**src/rtl/btn_reset_conditioner.sv**
```systemverilog
// Button conditioning for the system core: sync, debounce, reset sequencing, one-shot NMI and SD LED.
// Define LED_STRETCH_EN to stretch SD activity on SDLED; otherwise SDLED is ~SD_ACT combinationally.
module btn_reset_conditioner #(
    parameter int unsigned DEBOUNCE_CYCLES   = 1000000,
    parameter int unsigned POR_CYCLES        = 5000000,
    parameter int unsigned RESET_HOLD_CYCLES = 50000,
    parameter int unsigned NMI_PULSE_CYCLES  = 16,
    parameter int unsigned LED_HOLD_CYCLES   = 2500000
) (
    input  logic CLK_50MHZ,
    input  logic RST,
    input  logic BTN_SOUTH,
    input  logic BTN_WEST,
    input  logic SD_ACT,
    output logic BTN_RESET,
    output logic BTN_NMI,
    output logic SDLED
);

    localparam int unsigned RC_MAX = (POR_CYCLES > RESET_HOLD_CYCLES) ? POR_CYCLES : RESET_HOLD_CYCLES;
    localparam int DB_W = $clog2(DEBOUNCE_CYCLES + 1);
    localparam int RC_W = $clog2(RC_MAX + 1);
    localparam int NC_W = $clog2(NMI_PULSE_CYCLES + 1);

    // state     | meaning
    // R_POR     | power-on stretch after RST release
    // R_RUN     | system running, BTN_RESET low
    // R_HELD    | reset button held down
    // R_STRETCH | extra hold time after release
    // N_IDLE    | armed for a west press
    // N_PULSE   | driving BTN_NMI
    // N_WAIT_REL| waiting for west release
    typedef enum logic [1:0] {R_POR, R_RUN, R_HELD, R_STRETCH} rst_state_t;
    typedef enum logic [1:0] {N_IDLE, N_PULSE, N_WAIT_REL} nmi_state_t;

    logic [1:0]      raw, sync1, sync2, deb;
    logic [DB_W-1:0] deb_cnt [2];

    rst_state_t      r_state, r_next;
    nmi_state_t      n_state, n_next;
    logic [RC_W-1:0] rc, rc_next, rc_inc;
    logic [NC_W-1:0] nc, nc_next, nc_inc;
    logic            por_seen, por_seen_next;
    logic            west_prev;
    logic            south_pressed, west_pressed, west_press_edge, leaving_run;

    assign raw = {BTN_WEST, BTN_SOUTH};

    // Index 0 is the reset button, index 1 the NMI button; both idle high.
    always_ff @(posedge CLK_50MHZ or posedge RST) begin
        if (RST) begin
            sync1      <= '1;
            sync2      <= '1;
            deb        <= '1;
            deb_cnt[0] <= '0;
            deb_cnt[1] <= '0;
        end else begin
            sync1 <= raw;
            sync2 <= sync1;
            for (int i = 0; i < 2; i++) begin
                if (sync2[i] == deb[i]) begin
                    deb_cnt[i] <= '0;
                end else if (deb_cnt[i] == DB_W'(DEBOUNCE_CYCLES - 1)) begin
                    deb[i]     <= ~deb[i];
                    deb_cnt[i] <= '0;
                end else begin
                    deb_cnt[i] <= deb_cnt[i] + 1'b1;
                end
            end
        end
    end

    assign south_pressed   = ~deb[0];
    assign west_pressed    = ~deb[1];
    assign west_press_edge = west_prev & ~deb[1];
    assign rc_inc          = (rc == RC_W'(RC_MAX)) ? rc : rc + 1'b1;
    assign nc_inc          = (nc == NC_W'(NMI_PULSE_CYCLES)) ? nc : nc + 1'b1;

    always_comb begin
        r_next        = r_state;
        rc_next       = rc;
        por_seen_next = por_seen;
        case (r_state)
            R_POR: begin
                if (south_pressed) por_seen_next = 1'b1;
                if (rc == RC_W'(POR_CYCLES - 1)) begin
                    r_next  = (por_seen || south_pressed) ? R_HELD : R_RUN;
                    rc_next = '0;
                end else begin
                    rc_next = rc_inc;
                end
            end
            R_RUN: begin
                if (south_pressed) r_next = R_HELD;
            end
            R_HELD: begin
                if (!south_pressed) begin
                    r_next  = R_STRETCH;
                    rc_next = '0;
                end
            end
            R_STRETCH: begin
                if (south_pressed) begin
                    r_next  = R_HELD;
                    rc_next = '0;
                end else if (rc == RC_W'(RESET_HOLD_CYCLES - 1)) begin
                    r_next  = R_RUN;
                    rc_next = '0;
                end else begin
                    rc_next = rc_inc;
                end
            end
            default: r_next = R_POR;
        endcase
    end

    // Reset wins: dropping out of RUN cancels any pulse and needs a fresh west press.
    assign leaving_run = (r_state == R_RUN) && (r_next != R_RUN);

    always_comb begin
        n_next  = n_state;
        nc_next = nc;
        if (leaving_run) begin
            n_next  = N_WAIT_REL;
            nc_next = '0;
        end else begin
            case (n_state)
                N_IDLE: begin
                    if (west_press_edge && (r_state == R_RUN)) begin
                        n_next  = N_PULSE;
                        nc_next = '0;
                    end
                end
                N_PULSE: begin
                    if (nc == NC_W'(NMI_PULSE_CYCLES - 1)) begin
                        n_next  = N_WAIT_REL;
                        nc_next = '0;
                    end else begin
                        nc_next = nc_inc;
                    end
                end
                N_WAIT_REL: begin
                    if (!west_pressed) n_next = N_IDLE;
                end
                default: n_next = N_IDLE;
            endcase
        end
    end

    always_ff @(posedge CLK_50MHZ or posedge RST) begin
        if (RST) begin
            r_state   <= R_POR;
            n_state   <= N_IDLE;
            rc        <= '0;
            nc        <= '0;
            por_seen  <= 1'b0;
            west_prev <= 1'b1;
            BTN_RESET <= 1'b1;
            BTN_NMI   <= 1'b0;
        end else begin
            r_state   <= r_next;
            n_state   <= n_next;
            rc        <= rc_next;
            nc        <= nc_next;
            por_seen  <= por_seen_next;
            west_prev <= deb[1];
            BTN_RESET <= (r_next != R_RUN);
            BTN_NMI   <= (n_next == N_PULSE);
        end
    end

`ifdef LED_STRETCH_EN
    localparam int LH_W = $clog2(LED_HOLD_CYCLES + 1);
    logic [LH_W-1:0] led_cnt;

    always_ff @(posedge CLK_50MHZ or posedge RST) begin
        if (RST) begin
            led_cnt <= '0;
            SDLED   <= 1'b1;
        end else if (SD_ACT) begin
            led_cnt <= LH_W'(LED_HOLD_CYCLES);
            SDLED   <= 1'b0;
        end else if (led_cnt != '0) begin
            led_cnt <= led_cnt - 1'b1;
            SDLED   <= 1'b0;
        end else begin
            SDLED   <= 1'b1;
        end
    end
`else
    assign SDLED = ~SD_ACT;

    // The hold time only matters when stretching is built in.
    if (LED_HOLD_CYCLES == 0) begin : g_led_hold_unused
    end
`endif

endmodule

```
**config.mk**
```make
export PLATFORM = sky130hd
export DESIGN_NAME = btn_reset_conditioner
export DESIGN_NICKNAME = d
export VERILOG_FILES = /design/src/rtl/btn_reset_conditioner.sv
export SDC_FILE = /design/constraint.sdc
export NUM_CORES = 1
export LEC_CHECK = 0
export BUFFER_PORTS_ARGS = -buffer_cell sky130_fd_sc_hd__buf_2
export CORE_ASPECT_RATIO = 0.75
export CORE_UTILIZATION = 50
export DETAILED_ROUTE_END_ITERATION = 7
export MAX_ROUTING_LAYER = met4
export PLACE_DENSITY = 0.68
export SLEW_MARGIN = 5
export SYNTH_ARGS = -nofsm -noshare
export SYNTH_HDL_FRONTEND = slang
export SYNTH_SLANG_ARGS = --single-unit
```
**constraint.sdc**
```tcl
create_clock -name CLK_50MHZ -period 2.8 [get_ports CLK_50MHZ]
set_input_delay 0.84 -clock CLK_50MHZ [delete_from_list [all_inputs] [get_ports CLK_50MHZ]]
set_output_delay 0.84 -clock CLK_50MHZ [all_outputs]
set_load 0.02 [all_outputs]
```
==> summary.md <==
| Metric | Value |
|---|---|
| Pwr Density | `456 nW/um^2` |
| Fin Setup TNS | `0 ps` |
| Hold WS | `359 ps` |
| CTS H-tree depth | `3` |
| Fmax | `448 MHz` |
| Worst-path fanout max | `18` |
| Number of synthesized flops with an enable pin | `0` |
| Synth Register Bits | `82` |
| IO buf count | `7` |
| Initial antenna violation count | `0` |
| Post-route ant nets | `0` |
| Routability cong. | `0.845` |
| Skew final | `10.3 ps` |
| Clock root buffer | `clkbuf_8` |
| Pwr Total | `2.04 mW` |
| GR peak layer | `met2` |
| Post-synth top area share | `44.6%` |
| Initial core utilization | `52.2%` |
| Fin. max-slew vios | `0` |
| Total track usage | `19.9%` |
| CTS buffer count | `9` |
| Share of cells above drive strength 1 | `10.7%` |
| Met2 usage | `28.8%` |
| Worst skew pair latency | `360 ps` |
| IO Pins | `8` |
| Critical Path RT | `3020 ps` |
| Final Hold Viols | `0` |
| Period utilization | `79.6%` |
| Via count | `2983` |
| Core area | `7950 um^2` |
| Peak VDD IR | `347 uV` |
| Post-Syn Area | `4150 um^2` |
| Drt pass-1 iters | `4` |
| CP arrival | `2450 ps` |
| Hold/Removal Path Class | `flip-flop to flip-flop` |
| WL/cell | `13.9 um` |
| Synth area leaders | `dfrtp_1 (45%), xor2_1 (7.6%), nor2_1 (6.9%)` |
| R2R setup slack | `570 ps` |
| Worst-margin pin slew | `919 ps` |
| Pin count of the biggest net entering global routing | `44` |
| # setup viols final | `0` |
| Register area share after synthesis | `49.7%` |
| Syn-to-layout area delta | `7.75%` |
| Setup Crit Path Kind | `flip-flop to flip-flop` |
| Post_cts resized | `0` |
| Global route total overflow | `0` |
| Syn_area_per_cell | `9.75 um^2` |
| Main flop type after synthesis | `dfrtp_1` |
| Fin cells | `546` |
| Register clock-pin slew on the reported worst setup and hold paths | `80 ps` |
| RSZ-0062 raised after global routing | `no` |
| Vias per cell | `5.46` |
| Postcts setup bufs | `0` |
| M3 GR Usage | `6.50%` |
| Syn nets | `437` |
| DIE WIDTH | `107 um` |
| Fillers | `672` |
| Global-route met1 utilization | `27.3%` |
| CTS tree | `yes` |
| Lkg Pwr | `1.92 nW` |
| Fraction of registers with async set/reset | `100%` |
| Outcome | `finished, final reports clean` |
| Routed WL | `7600 um` |
| Mapped Cells | `426` |
| Area leader, netlist | `dfrtp_1` |
| Diode count | `0` |
| Top-count cell post-synth | `nor2_1` |
| Global-route wire length before repair | `13000 um` |
| Nets | `447` |
| Vias in the first global route | `2754` |
| Die area | `8680 um^2` |
| Placed cells | `530` |
| Drt drc | `0` |
| Slew margin rel. | `38.2%` |
| Row Count | `28` |
| Fin crit period | `2230 ps` |
| Die height | `80.9 um` |
| Worst Setup End Kind | `flip-flop` |
| Netlist cell types | `52` |
| Max-cap violations | `0` |
| Hold-fix buffers, CTS | `0` |
| Clock sinks | `82` |
| DPL Wire Length | `5120 um` |
| Initial DRC count | `208` |
| Clock Tree Buf Depth | `2` |
| Warnings, synthesis | `0` |
| Post-synth top cells | `nor2_1 (76), dfrtp_1 (74), xor2_1 (36), nand2_1 (32), nand3_1 (24)` |
| CP startpoint kind | `flip-flop` |
## cells by family (layout without fill, tap and decap cells)
family          Yosys count  in the layout  synth area share (%)
simple gates            221            221                  27.5
flops                    82             82                  49.7
buf+inv                  25             40                  2.83
xor+xnor                 55             55                  11.6
mux                       2              2                 0.512
compound gates           35             35                  6.12
fa+ha+maj                 6              6                  1.81
## sequential cells by signal (all words and copies together) (netlist names)
register / cells
deb_cnt: 40
rc: 23
nc: 5
deb: 2
n_state: 2
r_state: 2
sync1: 2
sync2: 2
BTN_NMI: 1
BTN_RESET: 1
por_seen: 1
west_prev: 1
## layout make-up
type	instances	area [um^2]	area share, %
Multi-Input combinational cell	319	1970	44.1
Inverter	13	52.6	1.17
Sequential cell	82	2060	46.1
Timing Repair Buffer	11	77.6	1.73
Tap cell	105	131	2.94
Clock inverter	6	40.0	0.895
Clock buffer	10	138	3.08
## metal layers
layer | up-vias | wire length (um) | share of wire, %
li1 | 1497 | - | -
met1 | 1427 | 3920 | 52
met5 | - | 0 | 0
met2 | 54 | 3310 | 44
met4 | 0 | 50 | 0.66
met3 | 5 | 320 | 4.2
## cells in the final DEF, fill, tap and decap left out, types with 2 or more instances in the layout
master       n
buf_4        3
and4_1       6
nand3_1     24
a31oi_1      2
xor2_1      36
a21oi_1      6
or2_2        3
dfstp_2      8
nand3_2      2
dfrtp_1     74
clkinv_2     3
clkinvlp_4   2
inv_1       12
a22oi_1      4
nor3b_1      3
nor3_1      17
o21ai_0     10
ha_1         6
o211ai_1     3
nor2b_1      2
nand4_1     20
nand2b_1     4
nor4_1       6
inv_6        2
nand2_1     32
xnor2_1     19
and3_1      12
nor2_1      76
clkbuf_8    10
nor4b_1      3
buf_2        7
## power breakdown
| group | switching, mW | internal [mW] |
|---|---|---|
| Clock | 0.431 | 0.348 |
| Sequential | 0.00939 | 1.20 |
| Combinational | 0.0407 | 0.0155 |
| Total | 0.481 | 1.56 |
## critical path, cell delays in order, from the launching register on
cell and delay, ps:
dfrtp_1 420, ha_1 240, nand3_2 210, nor3_1 410
nand4_1 230, a21oi_4 470, nor2_1 110
## per-stage QoR
stage	area, um^2	worst slack, ps	util, %
floorplan	4160	918	-
global route	4470	334	56.2
detailed placement	4300	603	54.0
finish	4470	570	56.2
CTS	4470	581	56.2
global placement	4300	738	54.0
## worst paths after layout
kind | startpoint | endpoint | cells after the start
min reg2reg | sync1[1] | sync2[1] | 0
max | rc[0] | rc[20] | 6
min in group asynchronous | RST | deb_cnt[33] | 2
max in group asynchronous | RST | sync2[0] | 3
max reg2reg | rc[0] | rc[20] | 6
min | sync1[1] | sync2[1] | 0
Power figures use the tool's default switching activity.
